==> src/rtl/adder_bist.sv <==
// Built-in self test for a 16-bit adder: LFSR operand generator,
// 2-cycle APPLY/CHECK per vector, saturating mismatch counter.
// Ports: clk, rst_n, start -> a, b, c_in to the adder; s, c_out back;
// status busy, done, pass, fail_count, vec_count.
// Optional first-failure capture (fail_a, fail_b, fail_cin, fail_sum)
// is enabled by defining ADDER_BIST_FAIL_CAPTURE_EN.
module adder_bist #(
  parameter int unsigned NUM_VEC = 64,
  parameter logic [15:0] SEED_A  = 16'hACE1,
  parameter logic [15:0] SEED_B  = 16'h1D2C
) (
  input  logic        clk,
  input  logic        rst_n,
  input  logic        start,
  output logic [15:0] a,
  output logic [15:0] b,
  output logic        c_in,
  input  logic [15:0] s,
  input  logic        c_out,
  output logic        busy,
  output logic        done,
  output logic        pass,
  output logic [7:0]  fail_count,
  output logic [7:0]  vec_count
`ifdef ADDER_BIST_FAIL_CAPTURE_EN
  ,
  output logic [15:0] fail_a,
  output logic [15:0] fail_b,
  output logic        fail_cin,
  output logic [16:0] fail_sum
`endif
);

  typedef enum logic [1:0] {
    IDLE,
    APPLY,
    CHECK,
    DONE
  } state_t;

  localparam logic [7:0] NV = 8'(NUM_VEC);

  function automatic logic [15:0] lfsr_step(
    input logic [15:0] x
  );
    logic [15:0] r;
    r = x >> 1;
    if (x[0]) r = r ^ 16'hB400;
    return r;
  endfunction

  state_t      state_q;
  state_t      state_d;
  logic [15:0] lfsr_a;
  logic [15:0] lfsr_b;
  logic [15:0] nxt_a;
  logic [15:0] nxt_b;
  logic [16:0] exp_sum;
  logic [7:0]  vec_inc;
  logic        idle_or_done;
  logic        accept;
  logic        in_check;
  logic        mismatch;
  logic        last;

  assign idle_or_done = (state_q == IDLE) || (state_q == DONE);
  assign accept   = start && idle_or_done;
  assign in_check = (state_q == CHECK);
  assign exp_sum  = {1'b0, a} + {1'b0, b} + {16'd0, c_in};
  assign mismatch = in_check && ({c_out, s} != exp_sum);
  assign vec_inc  = vec_count + 8'd1;
  assign last     = (vec_inc == NV);
  assign nxt_a    = lfsr_step(lfsr_a);
  assign nxt_b    = lfsr_step(lfsr_b);

  assign busy = (state_q == APPLY) || in_check;
  assign done = (state_q == DONE);
  assign pass = done && (fail_count == 8'd0);

  always_comb begin
    state_d = state_q;
    unique case (state_q)
      IDLE:  if (start) state_d = APPLY;
      APPLY: state_d = CHECK;
      CHECK: state_d = last ? DONE : APPLY;
      DONE:  if (start) state_d = APPLY;
    endcase
  end

  always_ff @(posedge clk or negedge rst_n) begin
    if (!rst_n) state_q <= IDLE;
    else        state_q <= state_d;
  end

  // Operand outputs are separate from the LFSRs so they keep the
  // last applied vector once the LFSRs step past it into DONE.
  always_ff @(posedge clk or negedge rst_n) begin
    if (!rst_n) begin
      lfsr_a     <= SEED_A;
      lfsr_b     <= SEED_B;
      a          <= SEED_A;
      b          <= SEED_B;
      c_in       <= 1'b0;
      fail_count <= 8'd0;
      vec_count  <= 8'd0;
    end else if (accept) begin
      lfsr_a     <= SEED_A;
      lfsr_b     <= SEED_B;
      a          <= SEED_A;
      b          <= SEED_B;
      c_in       <= SEED_A[0] ^ SEED_B[15];
      fail_count <= 8'd0;
      vec_count  <= 8'd0;
    end else if (in_check) begin
      if (mismatch && fail_count != 8'hFF)
        fail_count <= fail_count + 8'd1;
      vec_count <= vec_inc;
      lfsr_a    <= nxt_a;
      lfsr_b    <= nxt_b;
      if (!last) begin
        a    <= nxt_a;
        b    <= nxt_b;
        c_in <= nxt_a[0] ^ nxt_b[15];
      end
    end
  end

`ifdef ADDER_BIST_FAIL_CAPTURE_EN
  // A zero fail_count marks the first mismatch of the run.
  always_ff @(posedge clk or negedge rst_n) begin
    if (!rst_n) begin
      fail_a   <= 16'd0;
      fail_b   <= 16'd0;
      fail_cin <= 1'b0;
      fail_sum <= 17'd0;
    end else if (accept) begin
      fail_a   <= 16'd0;
      fail_b   <= 16'd0;
      fail_cin <= 1'b0;
      fail_sum <= 17'd0;
    end else if (mismatch && fail_count == 8'd0) begin
      fail_a   <= a;
      fail_b   <= b;
      fail_cin <= c_in;
      fail_sum <= {c_out, s};
    end
  end
`endif

endmodule

==> config.mk <==
export PLATFORM = sky130hd
export DESIGN_NAME = adder_bist
export DESIGN_NICKNAME = d
export VERILOG_FILES = /design/src/rtl/adder_bist.sv
export SDC_FILE = /design/constraint.sdc
export NUM_CORES = 1
export LEC_CHECK = 0
export ABC_AREA = 1
export CAP_MARGIN = 15
export CORE_ASPECT_RATIO = 0.8
export CORE_UTILIZATION = 50
export CTS_CLUSTER_DIAMETER = 50
export CTS_CLUSTER_SIZE = 10
export DETAILED_ROUTE_END_ITERATION = 10
export HOLD_SLACK_MARGIN = 0.02
export PLACE_DENSITY = 0.82
export RECOVER_POWER = 25
export SYNTH_ARGS = -nofsm -noshare
export SYNTH_HDL_FRONTEND = slang
export SYNTH_SLANG_ARGS = --single-unit
export TNS_END_PERCENT = 100
==> constraint.sdc <==
create_clock -name clk -period 8.44 [get_ports clk]
set_clock_uncertainty 0.1 [all_clocks]
set_input_delay 2.532 -clock clk [delete_from_list [all_inputs] [get_ports clk]]
set_output_delay 2.532 -clock clk [all_outputs]
set_load 0.05 [all_outputs]
* Yosys cells after proc, flatten, opt, wreduce, memory -nomap -nowiden
Index checks and enable logic that the tools add are counted.
** Cells by class
- Add/sub/neg operators :: 4
- Eq/ne operators :: 8
- Mux-type cells :: 23
- Bitwise operators :: 3
- Reductions and logical operators :: 13
** Operators by type and width (count)
- 16-bit 2-to-1 mux :: 12
- 8-bit 2-to-1 mux :: 5
- 16-bit by 16-bit adder with 17-bit output :: 1
- 17-bit by 1-bit adder with 17-bit output :: 1
- 17-bit inequality test :: 1
- 8-bit by 1-bit adder with 8-bit output (second input constant) :: 2
- 8-bit by 7-bit equality test with 1-bit output (second input constant) :: 1
- 8-bit zero test :: 1
- 8-bit inequality test (second input constant) :: 1
- 3-bit NOT with 4-bit output :: 2
- 2-bit one-hot mux with 3 select lines :: 1
- 2-bit equality test (second input constant) :: 2
- 1-bit logical AND :: 4
- 2-bit 2-to-1 mux :: 2
- 2-bit AND reduction :: 2
- 2-bit nonzero test :: 2
- 1-bit 2-to-1 mux :: 3
- 2-bit by 1-bit equality test with 1-bit output (second input constant) :: 1
- 2-bit zero test :: 1
- 1-bit logical OR :: 2
- 2-bit by 1-bit inequality test with 1-bit output (second input constant) :: 1
- 2-bit inequality test (second input constant) :: 1
- 2-bit OR reduction :: 1
- 1-bit XOR :: 1
** Word-level totals
- Bits in registers :: 83
- Input bits :: 20
- Output and inout port bits :: 52

* Longest topological paths before layout
Gate-level depths: netlist of run 1.
- Word-level depth :: 8
- Gate-level depth with buffers :: 20

* Worst setup path before layout of run 1
No wires, ideal clock.
- Path type :: flip-flop to output port
- Start :: reg state_q[0]
- End :: out pass
- Arrival :: 2.461 ns
- Slack :: 3.347 ns
- Stages on the path, launching flop included :: 4
- Path buffers :: 0
- Path through :: dfrtp_1 -> ha_1 -> nand4_1 -> nor4_1
** Between the ends
- Word-level cells in the longest chain between the ends :: 2
** Ends and longest elaborated chain
- start: declaration :: line 52 : state_t state_q;
- start signal: assignment :: line 92 : else state_q <= state_d;
- 2-bit equality test :: line 77 : assign done = (state_q == DONE);
- net done :: line 21 : output logic done,
- 1-bit logical AND :: line 78 : assign pass = done && (fail_count == 8'd0);
- end: declaration :: line 22 : output logic pass,
The timed path passes the listed nets, and every way through them passes these cells.

==> results of run 1 <==
## power by group through the flow
stage / Sequential (W) / Combinational, W / Clock (W)
after floorplan: 0.000911 / 0.00100 / 0
after global placement: 0.000695 / 0.00157 / 0
after detailed placement: 0.000702 / 0.00162 / 0
after CTS: 0.000698 / 0.00163 / 0.000422
after global routing: 0.000718 / 0.00181 / 0.000441
final: 0.000699 / 0.00164 / 0.000418
## area by class of cell
class / instances / share of cell area, %
well taps: 136 / 2.769
flip-flops and latches: 83 / 34.41
clock inverters: 6 / 1.466
inverters: 100 / 6.149
repair buffers: 72 / 11.59
clock buffers: 10 / 3.726
multi-input cells: 453 / 39.89
## cell usage after synthesis, drive strengths merged, types with 6 or more instances
cell type / count
o22ai: 9
nand4: 17
dfrtp: 53
a21oi: 23
dfstp: 30
buf: 6
nand2: 204
ha: 21
nand3: 41
nor2: 47
inv: 97
clkbuf: 10
a31oi: 8
xor2: 14
xnor2: 8
o21ai: 30
## logic make-up after synthesis
| kind of cell | synth area share [%] |
|---|---|
| AND/OR/NAND/NOR | 28.42 |
| AO/OA/AOI/OAI | 10.41 |
| adder cells (fa/ha/maj) | 6.012 |
| buffers and inverters | 9.342 |
| XOR/XNOR | 3.826 |
| flip-flops | 41.99 |
## per-layer routing
metal / routed length [um] / vias to the layer above
met5: 0 / -
met4: 137 / 0
met3: 767 / 16
met2: 6043 / 158
met1: 5722 / 2144
li1: - / 2236
## tightest hold or removal path: stages, from the launching register on
cell     delay, ps
dfstp_2        380
nand2_1         60
nand2_1         50
## metrics by stage
step / worst slack (ps) / area, um^2 / cells / hold slack, ps / total power (W)
5_1_grt: 1421 / 6145 / 860 / 404.8 / 0.002972
3_5_place_dp: 2427 / 5829 / 844 / 375.9 / 0.002322
4_1_cts: 2775 / 6148 / 860 / 385.5 / 0.002751
2_1_floorplan: 3347 / 5036 / 652 / 353.0 / 0.001915
6_report: 2318 / 6145 / 860 / 385.9 / 0.002756
3_3_place_gp: 2609 / 5829 / 844 / 370.5 / 0.002267
## worst max-delay path by stage
stage	to	slack, ps	cells after the start
final	b[15]$_DFFE_PN0P_	2320	1
after global routing	lfsr_b[15]$_DFFE_PN0P_	1420	1
after CTS	b[8]$_DFFE_PN1P_	2770	6
after detailed placement	b[8]$_DFFE_PN1P_	2430	6
after global placement	b[8]$_DFFE_PN1P_	2610	6
after floorplan	pass	3350	3
## state kept, by name (all words and copies together), names as in the netlist
name	count
vec_count	8
b	16
c_in	1
fail_count	8
a	16
state_q	2
lfsr_a	16
lfsr_b	16
## cell usage in the layout, fill, tap and decap left out, types with 17 or more instances in the layout
master and instances:
inv_1 93, nand4_1 17, dfstp_2 30, clkdlybuf4s50_1 70, nor2_1 42, a21oi_1 21
o21ai_0 26, dfrtp_1 53, ha_1 21, nand2_1 193, nand3_1 36
==> out/metrics.yaml, run 1 <==
clock_network:
  cts-root-buf: "clkbuf_16"
  cts.sinks: 83
  path_clk_slew_ps: 60
  clk_latency_ps: 340
  tritoncts: "done"
  numCtsBuffers: 9
  clockBufferDepth: 2
  holdBufCountCts: 0
  cts.repair.resized: 0
  htree_levels: 3
  post-cts-setup-buffers: 0
die:
  fp.dieH_um: 91.77
  start_util_pct: 51.76
  core_area_mm2: 0.009729
  die_w_um: 114.2
  die_area_mm2: 0.01048
  std_cell_rows: 32
  ioPinCount: 72
critical_path:
  max_stage_delay_ps: 2890
  critPathLaunch: "rst_n"
  worstSetupPathType: "in2async"
  r2r_cells: 7
  cp.arrival_ps: 5480
  cp_max_fo: 83
  r2r_slack_ps: 4560
  critPathBufInv: 1
  crit_chain: "clkbuf_1"
  timing.rr.end: "b[8]$_DFFE_PN1P_"
  r2r-start: "state_q[0]$_DFFE_PN0P_"
  start_kind: "input pin"
  worstPathRequired_ps: 7800
  path_delay_family: "buffers and inverters"
  slowest_stage: "clkbuf_1"
  crit_path_end_kind: "asynchronous set/reset pin"
place:
  port_buffers: 71
  place_congestion: 0.9166
  hpwl_mm: 9.237
power:
  p_switching_w: 0.001381
  p_seq_share_pct: 25.4
  p_int_w: 0.001376
  p_leak_nw: 3.028
  vdd_drop_max_v: 0.0002772
  p_comb_share_pct: 59.5
  clkPwrFrac_pct: 15.1
  p_per_area_mw_per_mm2: 448.6
  p_sw_share_pct: 50.09
sta:
  rsz0062_at_grt: "false"
  tightest_slew_ps: 4193
  hold_viol: 0
  drv_slew: 84
  max_freq_mhz: 163.4
  setup_tns_ps: 0
  period_share_pct: 72.53
  final-setup-viol-count: 0
  max_slew_margin_pct: -179.6
  period_minus_slack_ps: 6122
global_routing:
  grt_max_degree: 84
  antenna_found_initial: 0
  grt_pass1_wl_mm: 21.36
  overflow: 0
  grtUsageMet1_pct: 36.09
  grt_busiest_layer: "met2"
  grtUsageMet3_pct: 5.618
  first_global_vias: 4374
  grt_usage_pct: 26.23
  use_met2_pct: 42.78
layout:
  fillCellCount: 813
  drive_gt1_share_pct: 10.64
  multi_input_area_mm2: 0.002451
  nNetsFinal: 762
  areaGrowthSynthToFinish_pct: 22.01
  final_core_util_pct: 63.16
  regArea_mm2: 0.002115
  antenna_cells: 0
logic_synthesis:
  synth_edf_count: 0
  synthArstFlopShare_pct: 100.0
  syn_avg_cell_area_um2: 7.724
  synth.area.top_cells: "dfrtp_1 26%, dfstp_2 16%, nand2_1 14%"
  syn-num-nets: 695
  ys_warn_count: 0
  synth_top_area_cell: "dfrtp_1"
  syn_inst: 652
  synth-seq-cells: 83
  synthFlopType: "dfrtp_1"
  synth_cell_types: 44
  synth_top_area_share_pct: 26.34
  seq_area_frac_synth_pct: 41.99
  netlist_area_mm2: 0.005036
hold_path:
  hp-class: "reg2reg"
  hold_start: "a[10]$_DFFE_PN1P_"
  whs_path_depth: 2
  hold_end: "a[10]$_DFFE_PN1P_"
detailed_routing:
  vias_per_cell: 5.295
  drc_errors: 0
  drt_iter0_markers: 442
  wl_per_cell_um: 14.73
  first_pass_iters: 6
  via_count: 4554
  wl_mm: 12.67
  postRouteAntennaNets: 0
job:
  cap_violations: 1
status:
  violations: "capacitance limit, slew limit"
  status: "finished with violations"
No activity file was read; power rests on OpenSTA's default activity.
==> run 2, diff against run 1 <==
clock period = 6.2 ns   (was 8.44 ns; I/O delays follow)
==> run 2 against run 1 <==
The flow still finishes with violations (capacitance limit, slew limit). Power increased by 38%. Setup slack worse by 430 ps. Critical path depth up 6. Sequential share of layout area fell by 0.22 points. Register-to-register slack worse by 1500 ps. Design area is 0.65% higher. Sequential power rose by 35%. Cell count is 0.12% higher. Largest power group unchanged. Highest routed layer unchanged.
==> out/metrics.yaml, run 2 (synthesis results as in run 1) <==
critical_path:
  max_stage_delay_ps: 490  # -2400 ps
  start_kind: "input pin"
  slowest_stage: "clkinv_1"
  crit_chain: "clkdlybuf4s50_1 -> nand2_1 -> buf_4 -> clkinv_1 -> nor2_1 -> inv_1 -> o32a_1"
  worstSetupPathType: "in2reg"
  cp_max_fo: 30  # -64%
  worstPathRequired_ps: 6360  # -1440 ps
  cp.arrival_ps: 4470  # -1010 ps
  crit_path_end_kind: "register"
die:
  die_w_um: 114.2  # unchanged
  fp.dieH_um: 91.77  # unchanged
  std_cell_rows: 32  # unchanged
  die_area_mm2: 0.01048  # unchanged
  ioPinCount: 72  # unchanged
  start_util_pct: 51.76  # unchanged
  core_area_mm2: 0.009729  # unchanged
clock_network:
  clk_latency_ps: 340  # about the same
  path_clk_slew_ps: 60  # about the same
  cts-root-buf: "clkbuf_16"
  post-cts-setup-buffers: 0  # unchanged
  cts.sinks: 83  # unchanged
  numCtsBuffers: 9  # unchanged
  htree_levels: 3  # unchanged
  clockBufferDepth: 2  # unchanged
  holdBufCountCts: 0  # unchanged
  cts.repair.resized: 0  # unchanged
  tritoncts: "done"
layout:
  areaGrowthSynthToFinish_pct: 22.81
  antenna_cells: 0  # unchanged
  layout_commonest_cell: "nand2_1"
  drive_gt1_share_pct: 11.03  # +0.40 points
  nNetsFinal: 763  # +0.13%
  finalNonFillerCells: 861  # +0.12%
  final_cell_mix: "193 x nand2_1, 93 x inv_1, 70 x clkdlybuf4s50_1, 53 x dfrtp_1, 42 x nor2_1"
sta:
  hold_slack_ps: 381.1  # -4.844 ps
  max_freq_mhz: 231.9
  max_slew_margin_pct: -30.42  # +150 points
  tightest_slew_ps: 1956  # -2237 ps
  hold_viol: 0  # unchanged
  rsz0062_at_grt: "false"
  final-setup-viol-count: 0  # unchanged
  period_minus_slack_ps: 4312
  drv_slew: 84  # unchanged
  period_share_pct: 69.55
  setup_tns_ps: 0  # unchanged
status:
  status: "finished with violations"
  violations: "capacitance limit, slew limit"
detailed_routing:
  via_count: 4588  # +0.75%
  drt_iter0_markers: 464  # +5.0%
  wl_per_cell_um: 14.27  # -3.1%
  vias_per_cell: 5.329  # +0.63%
  first_pass_iters: 5  # -1
  drc_errors: 0  # unchanged
  wl_mm: 12.29  # -3.0%
  postRouteAntennaNets: 0  # unchanged
global_routing:
  grt_max_degree: 84  # unchanged
  grt_busiest_layer: "met2"
  antenna_found_initial: 0  # unchanged
  grtUsageMet3_pct: 3.040  # -2.6 points
  overflow: 0  # unchanged
  use_met2_pct: 40.51  # -2.3 points
  grt_pass1_wl_mm: 20.84  # -2.4%
  grt_usage_pct: 24.94  # -1.3 points
  grtUsageMet1_pct: 34.84  # -1.3 points
  first_global_vias: 4418  # +1.0%
place:
  hpwl_mm: 9.018  # -2.4%
  dp_cells: 845  # +0.12%
  place_congestion: 0.8829  # -3.7%
  port_buffers: 71  # unchanged
power:
  vdd_drop_max_v: 0.0003636  # +31%
  p_per_area_mw_per_mm2: 615.2  # +37%
  p_leak_nw: 3.052  # +0.79%
job:
  cap_violations: 1  # unchanged
hold_path:
  hp-class: "reg2reg"
==> run 2: layout make-up <==
cell class / count / area [um^2]
fillers: 807 / 3545
repair buffers: 73 / 720.7
clock inverters: 6 / 111.4
inverters: 100 / 377.9
flip-flops and latches: 83 / 2115
well taps: 136 / 170.2
clock buffers: 10 / 239.0
multi-input cells: 453 / 2451
==> run 2: critical path, delay by kind of cell <==
kind / cells / cell delay (ps)
buf+inv: 4 / 1640
compound gates: 1 / 460
simple gates: 2 / 510
==> run 2: routing by layer <==
metal	part of all wire, %	wire (um)
met5	0	0
met4	1.6	192
met3	5.5	678
met2	46	5636
met1	47	5781
==> run 2: stage by stage <==
| step | utilization (%) | setup slack [ps] | power, W | area [um^2] |
|---|---|---|---|---|
| 5_1_grt | 63.57 | 1651 | 0.004088 | 6185 |
| 4_1_cts | 63.59 | 1910 | 0.003789 | 6187 |
| 3_5_place_dp | 59.99 | 1554 | 0.003157 | 5837 |
| 6_report | 63.57 | 1888 | 0.003805 | 6185 |
| 3_3_place_gp | 59.99 | 1697 | 0.003083 | 5837 |
| 2_1_floorplan | - | 1779 | 0.002607 | 5036 |
==> run 2: worst paths after layout <==
path / start / end / slack (ps) / depth (start not counted)
max: start / b[2]$_DFFE_PN1P_ / 1890 / 7
min: a[13]$_DFFE_PN1P_ / a[13]$_DFFE_PN1P_ / 380 / 2
max reg2reg: a[0]$_DFFE_PN1P_ / fail_count[4]$_DFFE_PN0P_ / 3030 / 17
min reg2reg: a[13]$_DFFE_PN1P_ / a[13]$_DFFE_PN1P_ / 380 / 2
max in group asynchronous: rst_n / fail_count[6]$_DFFE_PN0P_ / 2880 / 1
min in group asynchronous: rst_n / b[14]$_DFFE_PN0P_ / 1950 / 1
==> run 2: power breakdown <==
part | switching (W) | internal, W | total, W | leakage [nW]
combinational | 0.00152 | 0.000723 | 0.00224 | 1.86
sequential | 0.000145 | 0.000800 | 0.000945 | 1.03
clock | 0.000216 | 0.000405 | 0.000621 | 0.169
